**config.mk**
```make
export PLATFORM = sky130hd
export DESIGN_NAME = gcd_req_arbiter_flat
export DESIGN_NICKNAME = d
export VERILOG_FILES = /design/src/rtl/gcd_req_arbiter_if.sv /design/src/rtl/gcd_req_arbiter.sv /design/src/flat_wrapper.sv
export SDC_FILE = /design/constraint.sdc
export NUM_CORES = 1
export LEC_CHECK = 0
export ABC_AREA = 1
export BUFFER_PORTS_ARGS = -buffer_cell sky130_fd_sc_hd__buf_2
export CAP_MARGIN = 20
export CORE_ASPECT_RATIO = 0.7
export CORE_MARGIN = 4
export CORE_UTILIZATION = 40
export CTS_BUF_LIST = sky130_fd_sc_hd__clkbuf_4 sky130_fd_sc_hd__clkbuf_8
export DETAILED_ROUTE_END_ITERATION = 8
export GPL_TIMING_DRIVEN = 0
export HOLD_SLACK_MARGIN = 0.05
export PLACE_DENSITY_LB_ADDON = 0.05
export REMOVE_ABC_BUFFERS = 1
export SLEW_MARGIN = 20
export SYNTH_ARGS = -nofsm -noshare
export SYNTH_HDL_FRONTEND = slang
export SYNTH_SLANG_ARGS = --single-unit
```
**constraint.sdc**
```tcl
create_clock -name clk -period 2.72 [get_ports clk]
set_clock_uncertainty 0.2 [all_clocks]
set_input_delay 0 -clock clk [delete_from_list [all_inputs] [get_ports clk]]
set_output_delay 0 -clock clk [all_outputs]
set_load 0.03 [all_outputs]
```
**src/rtl/gcd_req_arbiter_if.sv**
```systemverilog
// Requester-side and GCD-unit-side signals of gcd_req_arbiter.
// The slave modport is the arbiter's view. The master modport is the view of the clients and the unit.
interface gcd_req_arbiter_if #(
  parameter int N = 4,
  parameter int W = 16
);
  logic [N-1:0]         req_val;
  logic [N-1:0]         req_rdy;
  logic [N-1:0][W-1:0]  req_a;
  logic [N-1:0][W-1:0]  req_b;
  logic [N-1:0]         resp_val;
  logic [N-1:0]         resp_rdy;
  logic [W-1:0]         resp_data;
  logic [W-1:0]         gcd_operand_A;
  logic [W-1:0]         gcd_operand_B;
  logic                 gcd_input_available;
  logic                 gcd_result_taken;
  logic [W-1:0]         gcd_result_data;
  logic                 gcd_result_rdy;

  modport slave (
    input  req_val, req_a, req_b, resp_rdy, gcd_result_data, gcd_result_rdy,
    output req_rdy, resp_val, resp_data, gcd_operand_A, gcd_operand_B,
           gcd_input_available, gcd_result_taken
  );

  modport master (
    output req_val, req_a, req_b, resp_rdy, gcd_result_data, gcd_result_rdy,
    input  req_rdy, resp_val, resp_data, gcd_operand_A, gcd_operand_B,
           gcd_input_available, gcd_result_taken
  );
endinterface

```
**src/rtl/gcd_req_arbiter.sv**
```systemverilog
// Round-robin front end sharing one GCD unit among N requesters, with one transaction in flight.
// GCD_ARB_ZERO_BYPASS_EN: pairs with a zero operand are answered directly, without using the unit.
module gcd_req_arbiter #(
  parameter int N = 4,
  parameter int W = 16
) (
  input  logic              clk,
  input  logic              reset_n,
  gcd_req_arbiter_if.slave  bus
);
  localparam int IW = (N > 1) ? $clog2(N) : 1;

  localparam logic [1:0] S_IDLE  = 2'd0;
  localparam logic [1:0] S_ISSUE = 2'd1;
  localparam logic [1:0] S_BUSY  = 2'd2;
  localparam logic [1:0] S_RESP  = 2'd3;

  logic [1:0]    state_q, state_d;
  logic [W-1:0]  op_a_q, op_a_d, op_b_q, op_b_d, res_q, res_d;
  logic [IW-1:0] grant_q, grant_d, last_q, last_d;
  logic [IW-1:0] sel;
  logic          found;

  // The scan starts at last+1 and wraps, so the requester served most recently has the lowest priority.
  always_comb begin
    int j;
    logic [IW-1:0] jj;
    found = 1'b0;
    sel   = '0;
    j     = 0;
    jj    = '0;
    for (int k = 1; k <= N; k++) begin
      j = int'(last_q) + k;
      if (j >= N) j = j - N;
      jj = IW'(j);
      if (!found && bus.req_val[jj]) begin
        found = 1'b1;
        sel   = jj;
      end
    end
  end

  always_comb begin
    state_d                 = state_q;
    op_a_d                  = op_a_q;
    op_b_d                  = op_b_q;
    res_d                   = res_q;
    grant_d                 = grant_q;
    last_d                  = last_q;
    bus.req_rdy             = '0;
    bus.resp_val            = '0;
    bus.gcd_input_available = 1'b0;
    bus.gcd_result_taken    = 1'b0;
    case (state_q)
      S_IDLE: if (found) begin
        bus.req_rdy[sel] = 1'b1;
        op_a_d           = bus.req_a[sel];
        op_b_d           = bus.req_b[sel];
        grant_d          = sel;
`ifdef GCD_ARB_ZERO_BYPASS_EN
        if (bus.req_a[sel] == '0 || bus.req_b[sel] == '0) begin
          res_d   = bus.req_a[sel] | bus.req_b[sel];
          state_d = S_RESP;
        end else begin
          state_d = S_ISSUE;
        end
`else
        state_d = S_ISSUE;
`endif
      end
      S_ISSUE: begin
        bus.gcd_input_available = 1'b1;
        state_d                 = S_BUSY;
      end
      S_BUSY: if (bus.gcd_result_rdy) begin
        bus.gcd_result_taken = 1'b1;
        res_d                = bus.gcd_result_data;
        state_d              = S_RESP;
      end
      default: begin
        bus.resp_val[grant_q] = 1'b1;
        if (bus.resp_rdy[grant_q]) begin
          last_d  = grant_q;
          state_d = S_IDLE;
        end
      end
    endcase
  end

  always_ff @(posedge clk or negedge reset_n) begin
    if (!reset_n) begin
      state_q <= S_IDLE;
      op_a_q  <= '0;
      op_b_q  <= '0;
      res_q   <= '0;
      grant_q <= '0;
      last_q  <= IW'(N - 1);
    end else begin
      state_q <= state_d;
      op_a_q  <= op_a_d;
      op_b_q  <= op_b_d;
      res_q   <= res_d;
      grant_q <= grant_d;
      last_q  <= last_d;
    end
  end

  assign bus.gcd_operand_A = op_a_q;
  assign bus.gcd_operand_B = op_b_q;
  assign bus.resp_data     = res_q;
endmodule

```
**src/flat_wrapper.sv**
```systemverilog
// flat-port wrapper written by rule: the top's interface ports become plain ports
module gcd_req_arbiter_flat 
#(
  parameter int N = 4,
  parameter int W = 16
)
  (clk, reset_n, bus_req_val, bus_req_a, bus_req_b, bus_resp_rdy, bus_gcd_result_data, bus_gcd_result_rdy, bus_req_rdy, bus_resp_val, bus_resp_data, bus_gcd_operand_A, bus_gcd_operand_B, bus_gcd_input_available, bus_gcd_result_taken);
  gcd_req_arbiter_if #(.N(N), .W(W)) bus_i ();
  input  logic clk;
  input  logic reset_n;
  input wire logic [$bits(bus_i.req_val)-1:0] bus_req_val;
  input wire logic [$bits(bus_i.req_a)-1:0] bus_req_a;
  input wire logic [$bits(bus_i.req_b)-1:0] bus_req_b;
  input wire logic [$bits(bus_i.resp_rdy)-1:0] bus_resp_rdy;
  input wire logic [$bits(bus_i.gcd_result_data)-1:0] bus_gcd_result_data;
  input wire logic [$bits(bus_i.gcd_result_rdy)-1:0] bus_gcd_result_rdy;
  output wire logic [$bits(bus_i.req_rdy)-1:0] bus_req_rdy;
  output wire logic [$bits(bus_i.resp_val)-1:0] bus_resp_val;
  output wire logic [$bits(bus_i.resp_data)-1:0] bus_resp_data;
  output wire logic [$bits(bus_i.gcd_operand_A)-1:0] bus_gcd_operand_A;
  output wire logic [$bits(bus_i.gcd_operand_B)-1:0] bus_gcd_operand_B;
  output wire logic [$bits(bus_i.gcd_input_available)-1:0] bus_gcd_input_available;
  output wire logic [$bits(bus_i.gcd_result_taken)-1:0] bus_gcd_result_taken;
  assign bus_i.req_val = bus_req_val;
  assign bus_i.req_a = bus_req_a;
  assign bus_i.req_b = bus_req_b;
  assign bus_i.resp_rdy = bus_resp_rdy;
  assign bus_i.gcd_result_data = bus_gcd_result_data;
  assign bus_i.gcd_result_rdy = bus_gcd_result_rdy;
  assign bus_req_rdy = bus_i.req_rdy;
  assign bus_resp_val = bus_i.resp_val;
  assign bus_resp_data = bus_i.resp_data;
  assign bus_gcd_operand_A = bus_i.gcd_operand_A;
  assign bus_gcd_operand_B = bus_i.gcd_operand_B;
  assign bus_gcd_input_available = bus_i.gcd_input_available;
  assign bus_gcd_result_taken = bus_i.gcd_result_taken;
  gcd_req_arbiter #(.N(N), .W(W)) u_core (.clk(clk), .reset_n(reset_n), .bus(bus_i));
endmodule
```
==> flow_summary_export.csv <==
group,metric,value,unit
placement,postPlaceCellArea,4980,um^2
drt,ant_nets,0,
yosys,yosys_warnings,0,
floorplanning,boundaryPins,213,
sta,maxSlewHeadroom,0.527,
sta,tightest_slew,0.709,ns
drt,wl_per_cell,15.6,um
cells_and_area,fill_cells,668,
sta,setup_viol,0,
placement,gp_congestion,0.835,
clocking,cts-buffers-inserted,5,
run,drv_cap,0,
drt,viasPerCell,4.96,
drt,via_count,5454,
clocking,root_buffer,"clkbuf_8",
floorplanning,die_h,90.9,um
clocking,clock-sinks,54,
floorplanning,initial_core_util,0.421,
placement,post-place-ws,-0.719,ns
yosys,synthCells,609,
placement,hpwlAfterDp,8.97,mm
clocking,clock_latency,0.32,ns
drt,wirelength,17.2,mm
cells_and_area,syn_to_final_growth,76.8,%
sta,drv_slew,0,
setup_path,cp.required,2.52,ns
worst_hold_path,hp-class,"input pin to asynchronous set/reset pin",
yosys,postSynthAreaPerCell,6.45,um^2
floorplanning,core-area,9330,um^2
sta,finalHoldViolCount,0,
cells_and_area,fin_area,6940,um^2
cells_and_area,seq_area,1350,um^2
cells_and_area,multiInputGateArea,2170,um^2
floorplanning,die-width,126,um
yosys,yosysSeqAreaShare,0.345,
cells_and_area,layout.nets,1135,
global_route,grt.total_usage,0.284,
global_route,grt_start_max_net_pins,55,
setup_path,critPathMaxFanout,12,
clocking,path_clk_slew,0.11,ns
global_route,grt.overflow.total,0,
sta,fin_ws,0.116,ns
setup_path,setup.worst_path.end_class,"output pin",
yosys,netlist_area,3930,um^2
drt,drt-initial-drc-count,324,
drt,dr.pass1.iters,5,
placement,io_buffers,212,
sta,min_period_over_period,0.957,
setup_path,arrival,2.40,ns
cells_and_area,final_util,0.745,
global_route,grt_pass1_vias,5557,
power_and_ir_drop,total_power,8.41,mW
yosys,ys_ff_latch,54,
power_and_ir_drop,peakVddDrop,0.000593,V
cells_and_area,drive_gt1_frac,0.293,
clocking,clockBufferDepth,2,
clocking,htreeDepth,2,
cells_and_area,num_antenna_cells,0,
yosys,synth_cell_type_count,32,
sta,fmax,384,MHz
setup_path,startpoint_type,"flop",
floorplanning,die-area,11500,um^2
drt,drc,0,
status,status,"finished, final reports clean",
global_route,grt_pass1_wl,26.4,mm
sta,period_minus_slack,2.60,ns
floorplanning,rows,29,
setup_path,path_class,"flop to output pin",
power_and_ir_drop,p_leak,3.99,nW
clocking,cts_tree,"done",
power_and_ir_drop,pwr_density_cell,1210,nW/um^2
global_route,antenna_found_initial,0,
==> cell usage after synthesis (all sizes together) <==
library cell | number | area share
nand2 | 241 | 0.24
inv | 116 | 0.11
nand3 | 102 | 0.13
dfrtp | 52 | 0.33
buf | 21 | 0.036
o211ai | 17 | 0.044
or2 | 17 | 0.027
nor2 | 12 | 0.019
clkbuf | 6 | 0.0057
ha | 5 | 0.016
nor3 | 5 | 0.0064
o21ai | 5 | 0.0064
a21oi | 3 | 0.0038
dfstp | 2 | 0.013
a31oi | 1 | 0.0016
clkinv | 1 | 0.00096
nand3b | 1 | 0.0019
nand4 | 1 | 0.0016
o21a | 1 | 0.0019
==> cell type report <==
class	instances	area share
Timing Repair Buffer	378	0.389
Multi-Input combinational cell	419	0.313
Sequential cell	54	0.195
Inverter	117	0.0667
Tap cell	124	0.0223
Clock buffer	5	0.00991
Clock inverter	3	0.00378
==> worst paths after layout <==
kind / to / cells past startpoint / start / slack [ns]
max in group asynchronous: u_core.bus.gcd_operand_A[7] / 2 / reset_n / 1.78
max reg2reg: u_core.bus.gcd_operand_B[11] / 13 / u_core.last_q[0] / 0.14
min reg2reg: u_core.bus.gcd_operand_A[12] / 2 / u_core.bus.gcd_operand_A[12] / 0.29
max: bus_req_rdy[0] / 12 / u_core.last_q[0] / 0.12
min: u_core.bus.gcd_operand_B[0] / 2 / reset_n / 0.06
min in group clk: u_core.last_q[0] / 6 / bus_resp_rdy[3] / 0.08
==> cells by family (layout without fill, tap and decap cells) <==
| family | after synthesis | after routing | share of synthesized area |
|---|---|---|---|
| AOI/OAI and AO/OA | 27 | 27 | 0.0577 |
| adders and majority gates | 5 | 5 | 0.0159 |
| buffers and inverters | 144 | 503 | 0.155 |
| DFF | 54 | 54 | 0.345 |
| and+or+nand+nor | 379 | 387 | 0.427 |
==> per-stage QoR <==
stage               cells  hold WS, ns  setup TNS, ns
finish               1100       0.0552              0
global route         1100        0.113        -0.0861
CTS                  1092       0.0579              0
detailed placement    918      -0.0992         -23.47
global placement      918     -0.00582         -20.79
floorplan             582       -0.496          -1.79
==> registers in the layout, indices dropped and copies added (netlist names) <==
signal,flops
u_core.bus.gcd_operand_A,16
u_core.bus.gcd_operand_B,16
u_core.bus.resp_data,16
u_core.grant_q,2
u_core.last_q,2
u_core.state_q,2
==> repair_timing <==
item | CTS | global route
endpoints found under the setup margin | 38 | 33
resized for setup | 15 | 21
buffers inserted | 13 | 6
hold buffers | 147 | 0
gates cloned | 6 | 2
hold endpoints to repair | 105 | 0
pin swaps | 8 | 8
==> layout by cell type, fill, tap and decap left out, types with 6 or more instances in the layout <==
cell           synthesis  routed
buf_2                 13     208
buf_4                  2      21
dfrtp_1               52      52
dlygate4sd3_1          0     147
inv_1                111     110
nand2_1              234     231
nand2_4                1       6
nand2_8                0       7
nand3_1              100      99
nor2_1                 9       6
o211ai_1               8       8
o211ai_2               9       9
or2_1                 16      16
==> layer usage <==
metal / wire length (um) / part of all wire / track usage / vias up
met3: 1390 / 0.081 / 0.0632 / 90
met5: 0 / 0 / 0 / -
met4: 824 / 0.048 / 0.149 / 0
li1: - / - / - / 2601
met1: 6700 / 0.39 / 0.329 / 2441
met2: 8260 / 0.48 / 0.487 / 322
==> critical path, cell delays in order (launching register included) <==
cell,delay [ns]
dfstp_2,0.62
buf_4,0.15
nand2_1,0.08
nand2_2,0.11
nand2_1,0.06
nand2_1,0.11
inv_2,0.08
nand3_4,0.15
nand2_8,0.14
nor2_4,0.19
inv_1,0.07
nor2_1,0.12
buf_2,0.21
==> power breakdown <==
group	switching (mW)	internal [mW]
combinational	4.35	2.09
clock	0.294	0.190
sequential	0.250	1.23
Power figures use the tool's default switching activity.
